### config.mk
export PLATFORM = sky130hd
export DESIGN_NAME = fifo_wr_arbiter_flat
export DESIGN_NICKNAME = d
export VERILOG_FILES = /design/src/rtl/fifo_wr_arbiter_if.sv /design/src/rtl/fifo_wr_arbiter.sv /design/src/flat_wrapper.sv
export SDC_FILE = /design/constraint.sdc
export NUM_CORES = 1
export LEC_CHECK = 0
export BUFFER_PORTS_ARGS = -buffer_cell sky130_fd_sc_hd__buf_4
export CORE_ASPECT_RATIO = 1.4
export CORE_MARGIN = 1
export CORE_UTILIZATION = 36
export DETAILED_ROUTE_END_ITERATION = 10
export PLACE_DENSITY_LB_ADDON = 0.05
export SLEW_MARGIN = 15
export SYNTH_ARGS = -nofsm -noshare
export SYNTH_HDL_FRONTEND = slang
export SYNTH_SLANG_ARGS = --single-unit
### constraint.sdc
create_clock -name clk -period 1.74 [get_ports clk]
set_input_delay 0.348 -clock clk [delete_from_list [all_inputs] [get_ports clk]]
set_output_delay 0.348 -clock clk [all_outputs]
set_load 0.02 [all_outputs]
### src/rtl/fifo_wr_arbiter_if.sv
// Write-side bus between NUM_REQ requesters, the round-robin arbiter and one FIFO write port.
//   req       : per-requester write request (bit i = requester i)
//   din       : packed requester data, requester i at [i*DATA_WIDTH +: DATA_WIDTH]
//   gnt       : registered one-hot grant
//   ack       : beat accepted this cycle
//   fifo_full : FIFO full flag
//   fifo_wen  : FIFO write enable
//   fifo_din  : FIFO write data
//   busy      : arbiter is in a burst
//   active_id : index of the granted requester
// The arbiter connects through the master modport; requesters/FIFO/testbench use slave.
interface fifo_wr_arbiter_if #(
    parameter int unsigned NUM_REQ    = 4,
    parameter int unsigned DATA_WIDTH = 16
);
    localparam int unsigned IdW = (NUM_REQ > 1) ? $clog2(NUM_REQ) : 1;

    logic [NUM_REQ-1:0]            req;
    logic [NUM_REQ*DATA_WIDTH-1:0] din;
    logic [NUM_REQ-1:0]            gnt;
    logic [NUM_REQ-1:0]            ack;
    logic                          fifo_full;
    logic                          fifo_wen;
    logic [DATA_WIDTH-1:0]         fifo_din;
    logic                          busy;
    logic [IdW-1:0]                active_id;

    modport master (
        input  req, din, fifo_full,
        output gnt, ack, fifo_wen, fifo_din, busy, active_id
    );

    modport slave (
        output req, din, fifo_full,
        input  gnt, ack, fifo_wen, fifo_din, busy, active_id
    );
endinterface

### src/rtl/fifo_wr_arbiter.sv
// Round-robin arbiter sharing one FIFO write port among NUM_REQ requesters. A grant lasts for
// up to MAX_BURST accepted beats or until the granted requester drops req; fifo_full stalls
// the burst without releasing it. One idle cycle always separates consecutive bursts.
// Ports:
//   clk   : clock, rising edge
//   rst_n : asynchronous active-low reset
//   bus   : fifo_wr_arbiter_if master modport (req/din in, gnt/ack/fifo_* /busy/active_id out)
module fifo_wr_arbiter #(
    parameter int unsigned NUM_REQ    = 4,
    parameter int unsigned DATA_WIDTH = 16,
    parameter int unsigned MAX_BURST  = 8
) (
    input  logic                clk,
    input  logic                rst_n,
    fifo_wr_arbiter_if.master   bus
);
    localparam int unsigned IdW  = (NUM_REQ > 1) ? $clog2(NUM_REQ) : 1;
    localparam int unsigned CntW = (MAX_BURST > 1) ? $clog2(MAX_BURST) : 1;

    typedef enum logic [0:0] {StIdle, StBurst} state_e;

    state_e              state_q, state_d;
    logic [NUM_REQ-1:0]  gnt_q, gnt_d;
    logic [IdW-1:0]      active_id_q, active_id_d;
    logic [IdW-1:0]      rr_ptr_q, rr_ptr_d;
    logic [CntW-1:0]     beat_cnt_q, beat_cnt_d;
    logic                busy_q, busy_d;

    logic [NUM_REQ-1:0]    ack;
    logic                  cur_req;
    logic                  cur_ack;
    logic                  last_beat;
    logic                  sel_found;
    logic [IdW-1:0]        sel_id;
    logic [DATA_WIDTH-1:0] fifo_din;

    // First requesting index at or after rr_ptr, wrapping mod NUM_REQ. The outer loop is the
    // search order, so the earliest distance from rr_ptr wins.
    always_comb begin
        sel_found = 1'b0;
        sel_id    = '0;
        for (int unsigned k = 0; k < NUM_REQ; k++) begin
            for (int unsigned i = 0; i < NUM_REQ; i++) begin
                if (!sel_found && bus.req[i] && (((32'(rr_ptr_q) + k) % NUM_REQ) == i)) begin
                    sel_found = 1'b1;
                    sel_id    = IdW'(i);
                end
            end
        end
    end

    // Gating with gnt_q makes ack/fifo_wen drop as soon as reset clears the grant.
    always_comb begin
        for (int unsigned i = 0; i < NUM_REQ; i++) begin
            ack[i] = gnt_q[i] & bus.req[i] & ~bus.fifo_full;
        end
    end

    // Data follows active_id even while no beat is being written.
    always_comb begin
        fifo_din = '0;
        for (int unsigned i = 0; i < NUM_REQ; i++) begin
            if (active_id_q == IdW'(i)) begin
                fifo_din = bus.din[i*DATA_WIDTH +: DATA_WIDTH];
            end
        end
    end

    assign cur_req   = |(bus.req & gnt_q);
    assign cur_ack   = |ack;
    assign last_beat = (beat_cnt_q == CntW'(MAX_BURST - 1));

    always_comb begin
        state_d     = state_q;
        gnt_d       = gnt_q;
        active_id_d = active_id_q;
        rr_ptr_d    = rr_ptr_q;
        beat_cnt_d  = beat_cnt_q;
        busy_d      = busy_q;
        unique case (state_q)
            StIdle: begin
                if (sel_found) begin
                    state_d     = StBurst;
                    active_id_d = sel_id;
                    beat_cnt_d  = '0;
                    busy_d      = 1'b1;
                    for (int unsigned i = 0; i < NUM_REQ; i++) begin
                        gnt_d[i] = (sel_id == IdW'(i));
                    end
                end
            end
            StBurst: begin
                if (cur_ack) begin
                    beat_cnt_d = beat_cnt_q + 1'b1;
                end
                // A full FIFO only stalls; release comes from req dropping or the last beat.
                if (!cur_req || (cur_ack && last_beat)) begin
                    state_d    = StIdle;
                    gnt_d      = '0;
                    busy_d     = 1'b0;
                    beat_cnt_d = '0;
                    rr_ptr_d   = (active_id_q == IdW'(NUM_REQ - 1)) ? '0 : active_id_q + 1'b1;
                end
            end
            default: begin
                state_d = StIdle;
                gnt_d   = '0;
                busy_d  = 1'b0;
            end
        endcase
    end

    always_ff @(posedge clk or negedge rst_n) begin
        if (!rst_n) begin
            state_q     <= StIdle;
            gnt_q       <= '0;
            active_id_q <= '0;
            rr_ptr_q    <= '0;
            beat_cnt_q  <= '0;
            busy_q      <= 1'b0;
        end else begin
            state_q     <= state_d;
            gnt_q       <= gnt_d;
            active_id_q <= active_id_d;
            rr_ptr_q    <= rr_ptr_d;
            beat_cnt_q  <= beat_cnt_d;
            busy_q      <= busy_d;
        end
    end

    assign bus.gnt       = gnt_q;
    assign bus.ack       = ack;
    assign bus.fifo_wen  = cur_ack;
    assign bus.fifo_din  = fifo_din;
    assign bus.busy      = busy_q;
    assign bus.active_id = active_id_q;
endmodule

### src/flat_wrapper.sv
// flat-port wrapper written by rule: the top's interface ports become plain ports
module fifo_wr_arbiter_flat 
#(
    parameter int unsigned NUM_REQ    = 4,
    parameter int unsigned DATA_WIDTH = 16,
    parameter int unsigned MAX_BURST  = 8
)
  (clk, rst_n, bus_req, bus_din, bus_fifo_full, bus_gnt, bus_ack, bus_fifo_wen, bus_fifo_din, bus_busy, bus_active_id);
  fifo_wr_arbiter_if #(.NUM_REQ(NUM_REQ), .DATA_WIDTH(DATA_WIDTH)) bus_i ();
  input  logic clk;
  input  logic rst_n;
  input wire logic [$bits(bus_i.req)-1:0] bus_req;
  input wire logic [$bits(bus_i.din)-1:0] bus_din;
  input wire logic [$bits(bus_i.fifo_full)-1:0] bus_fifo_full;
  output wire logic [$bits(bus_i.gnt)-1:0] bus_gnt;
  output wire logic [$bits(bus_i.ack)-1:0] bus_ack;
  output wire logic [$bits(bus_i.fifo_wen)-1:0] bus_fifo_wen;
  output wire logic [$bits(bus_i.fifo_din)-1:0] bus_fifo_din;
  output wire logic [$bits(bus_i.busy)-1:0] bus_busy;
  output wire logic [$bits(bus_i.active_id)-1:0] bus_active_id;
  assign bus_i.req = bus_req;
  assign bus_i.din = bus_din;
  assign bus_i.fifo_full = bus_fifo_full;
  assign bus_gnt = bus_i.gnt;
  assign bus_ack = bus_i.ack;
  assign bus_fifo_wen = bus_i.fifo_wen;
  assign bus_fifo_din = bus_i.fifo_din;
  assign bus_busy = bus_i.busy;
  assign bus_active_id = bus_i.active_id;
  fifo_wr_arbiter #(.NUM_REQ(NUM_REQ), .DATA_WIDTH(DATA_WIDTH), .MAX_BURST(MAX_BURST)) u_core (.clk(clk), .rst_n(rst_n), .bus(bus_i));
endmodule
==> impl_results.rst, run 1 <==
.. list-table::
   :header-rows: 1

   * - Metric
     - Value
   * - Slowest CP cell
     - sky130_fd_sc_hd__dfrtp_2
   * - Count of final setup violators
     - 16
   * - Final routed wire length divided by cell count
     - 13.7 um
   * - IO buf count
     - 98
   * - Net count reported at finish
     - 361
   * - Pin count of the biggest net entering global routing
     - 29
   * - Depth of the CTS H-tree
     - 1
   * - Fin Setup TNS
     - -4450 ps
   * - FF-to-FF End
     - u_core.rr_ptr_q[1]
   * - R2r setup slk
     - 250 ps
   * - Die height
     - 72.8 um
   * - Top area cells in the synthesized netlist
     - sky130_fd_sc_hd__dfrtp_1 (25%), sky130_fd_sc_hd__a21oi_1 (9.3%), sky130_fd_sc_hd__o21ai_0 (9.3%), sky130_fd_sc_hd__nand2_1 (7.3%), sky130_fd_sc_hd__a22oi_1 (7.0%)
   * - Final count of hold timing violations
     - 0
   * - Areal power density over the cells
     - 1770 nW/um^2
   * - Final period demand of the worst path
     - 2060 ps
   * - Classification of the worst-slack hold path
     - input port to async pin
   * - Average footprint of a synthesized cell
     - 7.20 um^2
   * - Cts bufs inserted
     - 3
   * - Adder-cell area share of the yosys netlist
     - 0.0583
   * - Area Overhead vs Synth
     - 90.6%
   * - Commonest register cell after synthesis
     - sky130_fd_sc_hd__dfrtp_1
   * - Final Max Tran Viols
     - 0
   * - Drc violations
     - 0
   * - Endpoint arrival time on the critical path
     - 1710 ps
   * - Global-route wire length before repair
     - 6820 um
   * - Initial antenna violation count
     - 0
   * - Warning count from the yosys run
     - 0
   * - Register bit total from synthesis
     - 13
   * - Number of DRC markers after the initial detailed-route iteration
     - 31
   * - Area fraction of the dominant cell type after synthesis
     - 0.252
   * - Nature of the critical path endpoint
     - output port
   * - Total clock sinks
     - 13
   * - Total length of routed wires
     - 4420 um
   * - Async set-reset flop share out of synthesis
     - 1.00
   * - Crit Path Category
     - register to output port
   * - Share of cells above drive strength 1
     - 0.636
   * - Post-place setup slack
     - -208 ps
   * - Placed wire-length estimate
     - 3280 um
   * - Failing checks
     - negative setup slack
   * - Critical Path Start Type
     - register
   * - Overall global routing resource usage
     - 0.232
   * - Count of antenna diodes in the layout
     - 0
   * - Root cell of the clock tree
     - sky130_fd_sc_hd__clkbuf_8
   * - Number of enable flip-flop cells after synthesis
     - 0
   * - Multiplexer fraction of the synthesized cell area
     - 0.0262
   * - Combined area of the multi-input logic cells
     - 1100 um^2
   * - Post-synthesis share of cell area spent on and, or, nand and nor gates
     - 0.216
   * - Number of filler cells placed in the layout
     - 277
   * - Actual transition at the worst max-transition pin
     - 411 ps
   * - Final period utilization
     - 1.18
   * - Source-to-sink clock delay at the later pin of the worst-skew pair
     - 250 ps
   * - XOR/XNOR share of the synthesized area
     - 0
   * - Total congestion overflow after global routing
     - 0
   * - Synth Area in Compound Gates
     - 0.380
   * - Detailed-routing iteration count for the pre-antenna-repair pass
     - 4
   * - Fmax
     - 0.486 GHz
   * - Library cell occupying the most area in the post-synthesis netlist
     - sky130_fd_sc_hd__dfrtp_1
   * - Status
     - finished, violations left
   * - Area taken by flip-flops and latches
     - 328 um^2
   * - Std cell rows
     - 25
   * - R2r worst-path depth
     - 6
   * - Worst IR drop on VDD
     - 1090 uV
   * - Final antenna-violating net count
     - 0
   * - Relative slew margins
     - 0.726
   * - Required time at the endpoint of the critical path
     - 1390 ps
   * - Final RePlAce weighted congestion
     - 0.791
   * - Crit Path Max Fanout
     - 28
   * - Main combinational cell family by area after synthesis
     - compound AO/OA/AOI/OAI gates
   * - Area of the placeable core
     - 3410 um^2
   * - Setup repair after global routing missed its margin
     - yes
   * - Reg2Reg Launch Point
     - u_core.beat_cnt_q[0]
   * - Chip width
     - 52.6 um
   * - Die Outline Area
     - 3830 um^2
   * - # Max-Cap Violations
     - 0
   * - Per-cell via count in the routed design
     - 5.21
   * - Clock transition at the register clock pins on the worst setup and hold paths after CTS
     - 60 ps
   * - Static leakage
     - 0.00113 uW
   * - Number of primary I/O pins
     - 99
   * - Layout Skew
     - 0.486 ps
   * - Fin worst setup slack
     - -319 ps
   * - Initial cell density of the core
     - 0.378
   * - Post-Synthesis Cell Area
     - 1290 um^2
   * - Clock tree from TritonCTS
     - built
   * - Sequential cell area fraction in the yosys report
     - 0.252
   * - Cell chain of the critical path
     - buf_4 > buf_4 > ha_1 > buf_12 > o21ai_2 > buf_6
   * - Post-synthesis cell type count
     - 33
   * - Number of cells produced by synthesis
     - 179
   * - Delay of the slowest cell on the worst path
     - 430 ps
   * - Vias after detailed routing
     - 1682
   * - Via count of the first global-routing pass
     - 1574
   * - Longest Clk Path Bufs
     - 2
   * - Synthesized Nets
     - 256
   * - Most used cell along the critical path
     - sky130_fd_sc_hd__buf_4
==> kinds of logic after synthesis <==
group | Yosys count
mux | 3
flops | 13
buf+inv | 19
simple gates | 60
compound gates | 78
fa+ha+maj | 6
==> worst max-delay path by stage <==
stage,start,to
2_1_floorplan,u_core.bus.active_id[1],bus_fifo_din[6]
3_3_place_gp,u_core.bus.active_id[0],bus_fifo_din[6]
3_5_place_dp,u_core.bus.active_id[0],bus_fifo_din[6]
4_1_cts,u_core.bus.active_id[0],bus_fifo_din[12]
5_1_grt,u_core.bus.active_id[1],bus_fifo_din[1]
6_report,u_core.bus.active_id[0],bus_fifo_din[12]
==> layout by cell type (no fill, tap or decap), drive strengths merged, types with 3 or more instances in the layout <==
cell type | netlist | routed
ha | 6 | 6
a21oi | 24 | 24
clkbuf | 8 | 4
nand2 | 28 | 28
o21ai | 26 | 26
a22oi | 12 | 12
nand3b | 5 | 5
nor2 | 21 | 21
a22o | 5 | 5
inv | 7 | 7
buf | 4 | 110
mux2 | 3 | 3
dfrtp | 13 | 13
==> power by group <==
part           switching (uW)  internal [uW]  total, uW
Combinational            1830           1670       3500
Clock                     116            162        278
Sequential                149            428        577
Total                    2090           2260       4350
==> metrics by stage <==
step / utilization / cell area, um^2 / total power [uW] / instances / hold WS [ps]
after floorplan: - / 1390 / 2540 / 179 / 52.4
after global placement: 0.646 / 2200 / 3550 / 314 / 202
after detailed placement: 0.646 / 2200 / 3570 / 314 / 207
after CTS: 0.684 / 2330 / 4060 / 321 / 482
after global routing: 0.720 / 2460 / 4690 / 323 / 504
final: 0.720 / 2460 / 4350 / 323 / 483
==> layout make-up <==
class,instances,share of cell area
inverter,7,0.0117
multi-input combinational,148,0.447
sequential,13,0.133
tap,40,0.0204
timing repair buffer,111,0.369
clock buffer,4,0.0183
==> per-layer routing <==
metal / track usage / vias up / part of all wire
met5: 0 / - / 0
met2: 0.442 / 69 / 0.53
met4: 0.0702 / 0 / 0.016
li1: - / 858 / -
met1: 0.251 / 748 / 0.36
met3: 0.0375 / 7 / 0.084
==> cells in the mapped netlist, types with 2 or more instances <==
cell type                   count
sky130_fd_sc_hd__mux2_2         3
sky130_fd_sc_hd__buf_4          2
sky130_fd_sc_hd__ha_1           6
sky130_fd_sc_hd__a21oi_1       24
sky130_fd_sc_hd__nand2_2        3
sky130_fd_sc_hd__nor2_1        21
sky130_fd_sc_hd__o22ai_2        2
sky130_fd_sc_hd__nand2_1       25
sky130_fd_sc_hd__inv_1          6
sky130_fd_sc_hd__nand2b_1       2
sky130_fd_sc_hd__clkbuf_1       8
sky130_fd_sc_hd__o21ai_0       24
sky130_fd_sc_hd__dfrtp_1       13
sky130_fd_sc_hd__a22o_1         5
sky130_fd_sc_hd__nand3b_1       5
sky130_fd_sc_hd__o2bb2ai_1      2
sky130_fd_sc_hd__a22oi_1       12
==> critical path, delay by kind of cell, from the launching register on <==
kind	cells	cell delay (ps)
AOI/OAI and AO/OA	1	180
adders and majority gates	1	240
buffers and inverters	4	610
DFF	1	430
==> registers in the layout, indices dropped and copies added, names as in the netlist <==
| register | count |
|---|---|
| u_core.state_q | 1 |
| u_core.beat_cnt_q | 3 |
| u_core.rr_ptr_q | 2 |
| u_core.bus.gnt | 4 |
| u_core.bus.busy | 1 |
| u_core.bus.active_id | 2 |
==> what timing repair did <==
item | 4_1_cts | 5_1_grt
cloned | 1 | 1
pin swaps | 0 | 9
endpoints found under the setup margin | 16 | 16
hold endpoints to repair | 13 | 0
hold buffers | 1 | 0
gates resized for setup | 10 | 32
buffers inserted | 1 | 1
(Power assumes the default switching activity.)
==> inputs of run 2 (changes only) <==
--- a/config.mk
+++ b/config.mk
@@ -5,10 +5,12 @@
 export SDC_FILE = /design/constraint.sdc
 export NUM_CORES = 1
 export LEC_CHECK = 0
+export ABC_AREA = 1
 export BUFFER_PORTS_ARGS = -buffer_cell sky130_fd_sc_hd__buf_4
 export CORE_ASPECT_RATIO = 1.4
 export CORE_MARGIN = 1
-export CORE_UTILIZATION = 36
+export CORE_UTILIZATION = 38
+export CTS_CLUSTER_DIAMETER = 30
 export DETAILED_ROUTE_END_ITERATION = 10
 export PLACE_DENSITY_LB_ADDON = 0.05
 export SLEW_MARGIN = 15
==> run 2 against run 1 <==
The flow still finishes with violations (negative setup slack). Maximum frequency decreased by 5.4%. Sequential power is 1% higher. Cell area rose by 31%. Via count rose by 39%. Synthesized cell count rose by 44%. Cell count increased by 35%. Count of clock-buffer cells in the layout is the same. Critical path depth up 7. Register-to-register slack lost 690 ps. Critical path type is now register to register.
==> impl_results.rst, run 2 <==
.. list-table::
   :header-rows: 1

   * - Metric
     - Value
   * - Number of primary I/O pins
     - 99 (unchanged)
   * - Per-cell via count in the routed design
     - 5.36 (+2.9%)
   * - Placed wire-length estimate
     - 4390 um (+34%)
   * - Sequential cell area fraction in the yosys report
     - 0.222 (-0.0300)
   * - Area fraction of the dominant cell type after synthesis
     - 0.226 (-0.0266)
   * - Sum of internal, switching and leakage power
     - 5940 uW (+36%)
   * - Dpl cell area
     - 2680 um^2 (+22%)
   * - Required time at the endpoint of the critical path
     - 1870 ps (+480 ps)
   * - Die Outline Area
     - 4100 um^2 (+7.3%)
   * - Classification of the worst-slack hold path
     - input port to async pin
   * - Final RePlAce weighted congestion
     - 0.812 (+2.7%)
   * - Number of enable flip-flop cells after synthesis
     - 0 (unchanged)
   * - Longest Clk Path Bufs
     - 2 (unchanged)
   * - Total clock sinks
     - 13 (unchanged)
   * - Crit Path Max Fanout
     - 6 (-79%)
   * - Net count reported at finish
     - 472 (+31%)
   * - Total length of routed wires
     - 6940 um (+57%)
   * - Std cell rows
     - 26 (+4.0%)
   * - Number of filler cells placed in the layout
     - 207 (-25%)
   * - Async set-reset flop share out of synthesis
     - 1.00 (unchanged)
   * - Crit Path Category
     - register to register
   * - Clock tree from TritonCTS
     - built
   * - Count of final setup violators
     - 27 (+11)
   * - Register bit total from synthesis
     - 13 (unchanged)
   * - Detailed-routing iteration count for the pre-antenna-repair pass
     - 4 (unchanged)
   * - Status
     - finished, violations left
   * - Source-to-sink clock delay at the later pin of the worst-skew pair
     - 250 ps (about the same)
   * - Post-synthesis cell type count
     - 24 (-27%)
   * - Setup repair after global routing missed its margin
     - yes
   * - Clock transition at the register clock pins on the worst setup and hold paths after CTS
     - 60 ps (about the same)
   * - Warning count from the yosys run
     - 0 (unchanged)
   * - Highest-count cells in the layout ignoring fill and taps
     - sky130_fd_sc_hd__buf_4 (121), sky130_fd_sc_hd__nand2_1 (64), sky130_fd_sc_hd__nor2_1 (30)
   * - Global-route wire length before repair
     - 9430 um (+38%)
   * - Critical Path Start Type
     - register
   * - Depth of the CTS H-tree
     - 1 (unchanged)
   * - Average footprint of a synthesized cell
     - 5.69 um^2 (-21%)
   * - Root cell of the clock tree
     - sky130_fd_sc_hd__clkbuf_8
   * - Final period demand of the worst path
     - 2180 ps (+119 ps)
   * - # Max-Cap Violations
     - 0 (unchanged)
   * - Area of the placeable core
     - 3680 um^2 (+7.8%)
   * - Areal power density over the cells
     - 1850 nW/um^2 (+4.5%)
   * - Overall global routing resource usage
     - 0.309 (+0.0772)
   * - Layout Skew
     - 2.78 ps (+2.29 ps)
   * - Cts bufs inserted
     - 3 (unchanged)
   * - Endpoint arrival time on the critical path
     - 2310 ps (+600 ps)
   * - Pin count of the biggest net entering global routing
     - 16 (-45%)
   * - Post-Synthesis Cell Area
     - 1460 um^2 (+13%)
   * - Final period utilization
     - 1.25 (+0.0681)
   * - Chip width
     - 54.4 um (+3.6%)
   * - Max FFs per register
     - 4 (unchanged)
   * - Actual transition at the worst max-transition pin
     - 557 ps (+146 ps)
   * - Final routed wire length divided by cell count
     - 15.9 um (+16%)
   * - Count of antenna diodes in the layout
     - 0 (unchanged)
   * - Vias after detailed routing
     - 2336 (+39%)
   * - Final count of hold timing violations
     - 0 (unchanged)
   * - Via count of the first global-routing pass
     - 2150 (+37%)
   * - Synthesized Nets
     - 334 (+30%)
   * - Final design area excluding fillers
     - 3210 um^2 (+31%)
   * - Static leakage
     - 0.00160 uW (+41%)
   * - Fmax
     - 0.459 GHz (-5.4%)
   * - Worst hold slack
     - 487 ps (+4.35 ps)
   * - Share of cells above drive strength 1
     - 0.617 (-0.0193)
   * - Die height
     - 75.4 um (+3.6%)
   * - Initial antenna violation count
     - 0 (unchanged)
   * - Final antenna-violating net count
     - 0 (unchanged)
   * - Initial cell density of the core
     - 0.398 (+0.0199)
   * - Final Max Tran Viols
     - 0 (unchanged)
   * - Number of cells produced by synthesis
     - 257 (+44%)
   * - Top area cells in the synthesized netlist
     - sky130_fd_sc_hd__nand2_1 (23%), sky130_fd_sc_hd__dfrtp_1 (22%), sky130_fd_sc_hd__a21oi_1 (11%), sky130_fd_sc_hd__nor2_1 (9.2%), sky130_fd_sc_hd__nand3_1 (6.2%)
   * - Leading cell type by number of instances after synthesis
     - sky130_fd_sc_hd__nand2_1
   * - Relative slew margins
     - 0.625 (-0.101)
   * - Total congestion overflow after global routing
     - 0 (unchanged)
   * - Drc violations
     - 0 (unchanged)
   * - Failing checks
     - negative setup slack
   * - Worst IR drop on VDD
     - 1330 uV (+22%)
   * - Number of DRC markers after the initial detailed-route iteration
     - 120 (+290%)
   * - Library cell occupying the most area in the post-synthesis netlist
     - sky130_fd_sc_hd__nand2_1
   * - Commonest non-fill, non-tap cell in the layout
     - sky130_fd_sc_hd__buf_4
   * - Commonest register cell after synthesis
     - sky130_fd_sc_hd__dfrtp_1
   * - Area Overhead vs Synth
     - 119%
   * - IO buf count
     - 98 (unchanged)
   * - Nature of the critical path endpoint
     - register
   * - Fin worst setup slack
     - -437 ps (-119 ps)
   * - Commonest cells post-synth
     - sky130_fd_sc_hd__nand2_1 (88), sky130_fd_sc_hd__nor2_1 (36), sky130_fd_sc_hd__a21oi_1 (32)
## run 2: path summary, 6_finish.rpt
| path | start | end | slack (ps) | depth (start not counted) |
|---|---|---|---|---|
| setup reg to reg | u_core.rr_ptr_q[0] | u_core.bus.gnt[0] | -440 | 13 |
| max in group asynchronous | rst_n | u_core.bus.active_id[1] | 1070 | 2 |
| hold / removal | rst_n | u_core.bus.busy | 490 | 2 |
| setup / recovery | u_core.rr_ptr_q[0] | u_core.bus.gnt[0] | -440 | 13 |
| min in group clk | u_core.bus.busy | u_core.bus.busy | 540 | 2 |
| hold reg to reg | u_core.bus.busy | u_core.bus.busy | 540 | 2 |
## run 2: final cells by class
type	count	area, um^2	share of cell area
Clock buffer	4	45.0	0.0140
Timing Repair Buffer	142	1200	0.374
Tap cell	42	52.6	0.0164
Multi-Input combinational cell	210	1480	0.460
Inverter	25	104	0.0324
Sequential cell	13	330	0.103
## run 2: cell families (layout without fill, tap and decap cells)
kind of cell	Yosys count	in the layout	share of synthesized area
AND/OR/NAND/NOR	162	163	0.485
AO/OA/AOI/OAI	41	41	0.150
buffers and inverters	35	171	0.0915
flip-flops	13	13	0.222
adder cells (fa/ha/maj)	6	6	0.0513
## run 2: timing repair
action	CTS	global route
cloned	2	0
buffers inserted	6	3
setup endpoints to repair	26	27
pin swaps	12	17
hold buffers	1	0
resized for setup	67	23
endpoints found under the hold margin	13	0
## run 2: per-stage QoR
stage	util	setup slack, ps	TNS, ps	cells
global route	0.873	-527	-10210	436
global placement	0.729	-116	-1410	420
finish	0.873	-437	-8270	436
detailed placement	0.729	-193	-2240	420
floorplan	-	-82.9	-695	257
CTS	0.841	-299	-5840	433
## run 2: power breakdown
| part | switching (uW) | internal [uW] |
|---|---|---|
| Sequential | 162 | 421 |
| Combinational | 2730 | 2350 |
| Clock | 114 | 162 |
| Total | 3000 | 2940 |
## run 2: worst max-delay path, cell delays in order, from the launching register on
cell and delay, ps:
sky130_fd_sc_hd__dfrtp_2 470, sky130_fd_sc_hd__inv_2 80, sky130_fd_sc_hd__nand3_2 80, sky130_fd_sc_hd__nand2_4 60, sky130_fd_sc_hd__nor2_4 130, sky130_fd_sc_hd__nand4_4 120
sky130_fd_sc_hd__nor2_4 130, sky130_fd_sc_hd__nand4_4 110, sky130_fd_sc_hd__nor3_4 220, sky130_fd_sc_hd__nand4_1 290, sky130_fd_sc_hd__nand2_4 190, sky130_fd_sc_hd__nor2_1 50
sky130_fd_sc_hd__nand2_1 60, sky130_fd_sc_hd__nand2_1 50
## run 2: layer usage
| metal | GRT usage | share of wire | up-vias |
|---|---|---|---|
| met5 | 0 | 0 | - |
| met4 | 0.145 | 0.048 | 0 |
| met3 | 0.0299 | 0.067 | 27 |
| met2 | 0.626 | 0.56 | 112 |
| met1 | 0.292 | 0.33 | 1086 |
| li1 | - | - | 1111 |
==> inputs of run 3 (changes only) <==
--- a/config.mk
+++ b/config.mk
@@ -7,9 +7,11 @@
 export LEC_CHECK = 0
 export ABC_AREA = 1
 export BUFFER_PORTS_ARGS = -buffer_cell sky130_fd_sc_hd__buf_4
+export CELL_PAD_IN_SITES_DETAIL_PLACEMENT = 1
+export CELL_PAD_IN_SITES_GLOBAL_PLACEMENT = 2
 export CORE_ASPECT_RATIO = 1.4
 export CORE_MARGIN = 1
-export CORE_UTILIZATION = 38
+export CORE_UTILIZATION = 17
 export CTS_CLUSTER_DIAMETER = 30
 export DETAILED_ROUTE_END_ITERATION = 10
 export PLACE_DENSITY_LB_ADDON = 0.05
==> run 3 against run 2 <==
Global-route usage shrank 15 points. The flow still finishes with violations (negative setup slack). Clock skew is essentially flat. Sequential cell count is the same. Core utilization shrank 48 points. Total power grew 0.29%. Hold slack gained 5.1 ps. Setup slack gained 120 ps. Combinational power shrank 2%. Count of clock-buffer cells in the layout is the same.
==> impl_results.rst, run 3 (synthesized netlist as in run 2, its figures left out) <==
.. list-table::
   :header-rows: 1

   * - Metric
     - Value
   * - Final count of hold timing violations
     - 0 (unchanged)
   * - Chip width
     - 80.4 um (+48%)
   * - Area of the placeable core
     - 8250 um^2 (+120%)
   * - Total clock sinks
     - 13 (unchanged)
   * - Reg2Reg Launch Point
     - u_core.rr_ptr_q[0]
   * - Critical Path Start Type
     - register
   * - Fmax
     - 0.487 GHz (+6.0%)
   * - Crit Path Max Fanout
     - 5 (-1)
   * - Final period utilization
     - 1.18 (-0.0710)
   * - Areal power density over the cells
     - 1820 nW/um^2 (-1.8%)
   * - Final period demand of the worst path
     - 2050 ps (-124 ps)
   * - Initial cell density of the core
     - 0.177 (-0.221)
   * - Root cell of the clock tree
     - sky130_fd_sc_hd__clkbuf_16
   * - Status
     - finished, violations left
   * - Post-place setup slack
     - -234 ps (-40.9 ps)
   * - Final RePlAce weighted congestion
     - 0.752 (-7.4%)
   * - Layout Skew
     - 2.65 ps (-0.122 ps)
   * - Per-cell via count in the routed design
     - 4.38 (-18%)
   * - Detailed-routing iteration count for the pre-antenna-repair pass
     - 4 (unchanged)
   * - Crit Path Category
     - register to output port
   * - Total length of routed wires
     - 7000 um (+0.78%)
   * - Global-route wire length before repair
     - 11200 um (+19%)
   * - Vias after detailed routing
     - 2180 (-6.7%)
   * - Commonest non-fill, non-tap cell in the layout
     - sky130_fd_sc_hd__buf_4
   * - R2r setup slk
     - -220 ps (+220 ps)
   * - Area Overhead vs Synth
     - 124%
   * - Cts bufs inserted
     - 3 (unchanged)
   * - Count of final setup violators
     - 27 (unchanged)
   * - Final routed wire length divided by cell count
     - 14.1 um (-12%)
   * - Final antenna-violating net count
     - 0 (unchanged)
   * - Overall global routing resource usage
     - 0.159 (-0.150)
   * - Die Outline Area
     - 8980 um^2 (+120%)
   * - Sum of internal, switching and leakage power
     - 5960 uW (+0.29%)
   * - Pin count of the biggest net entering global routing
     - 16 (unchanged)
   * - Depth of the CTS H-tree
     - 1 (unchanged)
   * - Clock tree from TritonCTS
     - built
   * - Actual transition at the worst max-transition pin
     - 480 ps (-76.6 ps)
   * - Total congestion overflow after global routing
     - 0 (unchanged)
   * - Relative slew margins
     - 0.676 (+0.0516)
   * - Max FFs per register
     - 4 (unchanged)
   * - Required time at the endpoint of the critical path
     - 1390 ps (-480 ps)
   * - Initial antenna violation count
     - 0 (unchanged)
   * - Fin worst setup slack
     - -314 ps (+124 ps)
   * - Drc violations
     - 0 (unchanged)
   * - Final Max Tran Viols
     - 0 (unchanged)
   * - Clock transition at the register clock pins on the worst setup and hold paths after CTS
     - 50 ps (about the same)
   * - Highest-count cells in the layout ignoring fill and taps
     - sky130_fd_sc_hd__buf_4 (124), sky130_fd_sc_hd__nand2_1 (66), sky130_fd_sc_hd__nor2_1 (29)
   * - Classification of the worst-slack hold path
     - input port to async pin
   * - Failing checks
     - negative setup slack
   * - Endpoint arrival time on the critical path
     - 1710 ps (-600 ps)
   * - Number of DRC markers after the initial detailed-route iteration
     - 29 (-76%)
   * - Die height
     - 112 um (+48%)
   * - Std cell rows
     - 39 (+50%)
   * - Net count reported at finish
     - 474 (+0.42%)
   * - Share of cells above drive strength 1
     - 0.629 (+0.0120)
   * - Setup repair after global routing missed its margin
     - yes
   * - Longest Clk Path Bufs
     - 2 (unchanged)
   * - Final design utilization
     - 0.397 (-0.475)
   * - Via count of the first global-routing pass
     - 2350 (+9.3%)
   * - Static leakage
     - 0.00160 uW (about the same)
   * - IO buf count
     - 98 (unchanged)
   * - # Max-Cap Violations
     - 0 (unchanged)
   * - Number of filler cells placed in the layout
     - 1062 (+410%)
   * - FF-to-FF End
     - u_core.bus.gnt[0]
   * - Source-to-sink clock delay at the later pin of the worst-skew pair
     - 240 ps (about the same)
   * - Worst hold slack
     - 492 ps (+5.09 ps)
   * - Worst IR drop on VDD
     - 689 uV (-48%)
   * - Nature of the critical path endpoint
     - output port
   * - Count of antenna diodes in the layout
     - 0 (unchanged)
   * - Number of primary I/O pins
     - 99 (unchanged)
   * - R2r worst-path depth
     - 12 (-1)
   * - Placed wire-length estimate
     - 5550 um (+26%)
run 3: what timing repair did:
action                                  in CTS  in global routing
pin swaps                                   13                 20
gates cloned                                 2                  0
hold buffers                                 1                  0
endpoints found under the setup margin      27                 27
hold endpoints to repair                    13                  0
resized for setup                           66                 25
buffers inserted                             4                  3
run 3: metrics by stage:
stage          TNS (ps)  instance area (um^2)  instances
2_1_floorplan      -695                  1680        257
3_3_place_gp      -2730                  2770        484
3_5_place_dp      -3640                  2770        484
4_1_cts           -6590                  3140        495
5_1_grt           -9230                  3280        498
6_report          -5910                  3280        498
run 3: worst max path at each step:
stage / slack [ps] / cells after the start / end / from
finish: -310 / 10 / bus_fifo_din[8] / u_core.bus.active_id[0]
global route: -420 / 10 / bus_fifo_din[15] / u_core.bus.active_id[0]
CTS: -350 / 10 / bus_fifo_din[8] / u_core.bus.active_id[0]
detailed placement: -230 / 13 / u_core.bus.active_id[0] / u_core.rr_ptr_q[1]
global placement: -180 / 13 / u_core.bus.gnt[2] / u_core.rr_ptr_q[1]
floorplan: -80 / 9 / bus_fifo_din[0] / u_core.bus.active_id[1]
run 3: power breakdown:
part           total, uW  internal, uW  switching [uW]
clock network        435           309             126
logic               4960          2280            2680
registers            565           422             143
run 3: worst max-delay path, stage by stage (launching register included):
cell and delay [ps]:
sky130_fd_sc_hd__dfrtp_2 430, sky130_fd_sc_hd__inv_2 80, sky130_fd_sc_hd__ha_4 140, sky130_fd_sc_hd__inv_4 40, sky130_fd_sc_hd__nor2_4 180, sky130_fd_sc_hd__buf_6 150
sky130_fd_sc_hd__nand2_2 40, sky130_fd_sc_hd__nand2_2 70, sky130_fd_sc_hd__nand2_2 50, sky130_fd_sc_hd__a21oi_2 140, sky130_fd_sc_hd__buf_4 150
run 3: area by class of cell:
type | count | area [um^2] | area share
tap | 102 | 128 | 0.0389
sequential | 13 | 330 | 0.101
multi-input combinational | 211 | 1470 | 0.448
clock buffer | 4 | 78.8 | 0.0241
inverter | 25 | 104 | 0.0317
timing repair buffer | 143 | 1170 | 0.357
run 3: routing by layer:
metal  track usage  vias to the layer above  wire, um  part of all wire
li1              -                     1112         -                 -
met1         0.182                     1002      2740              0.39
met2         0.307                       60      3860              0.55
met3        0.0164                        6       331             0.047
met4        0.0333                        0        68            0.0097
met5             0                        -         0                 0
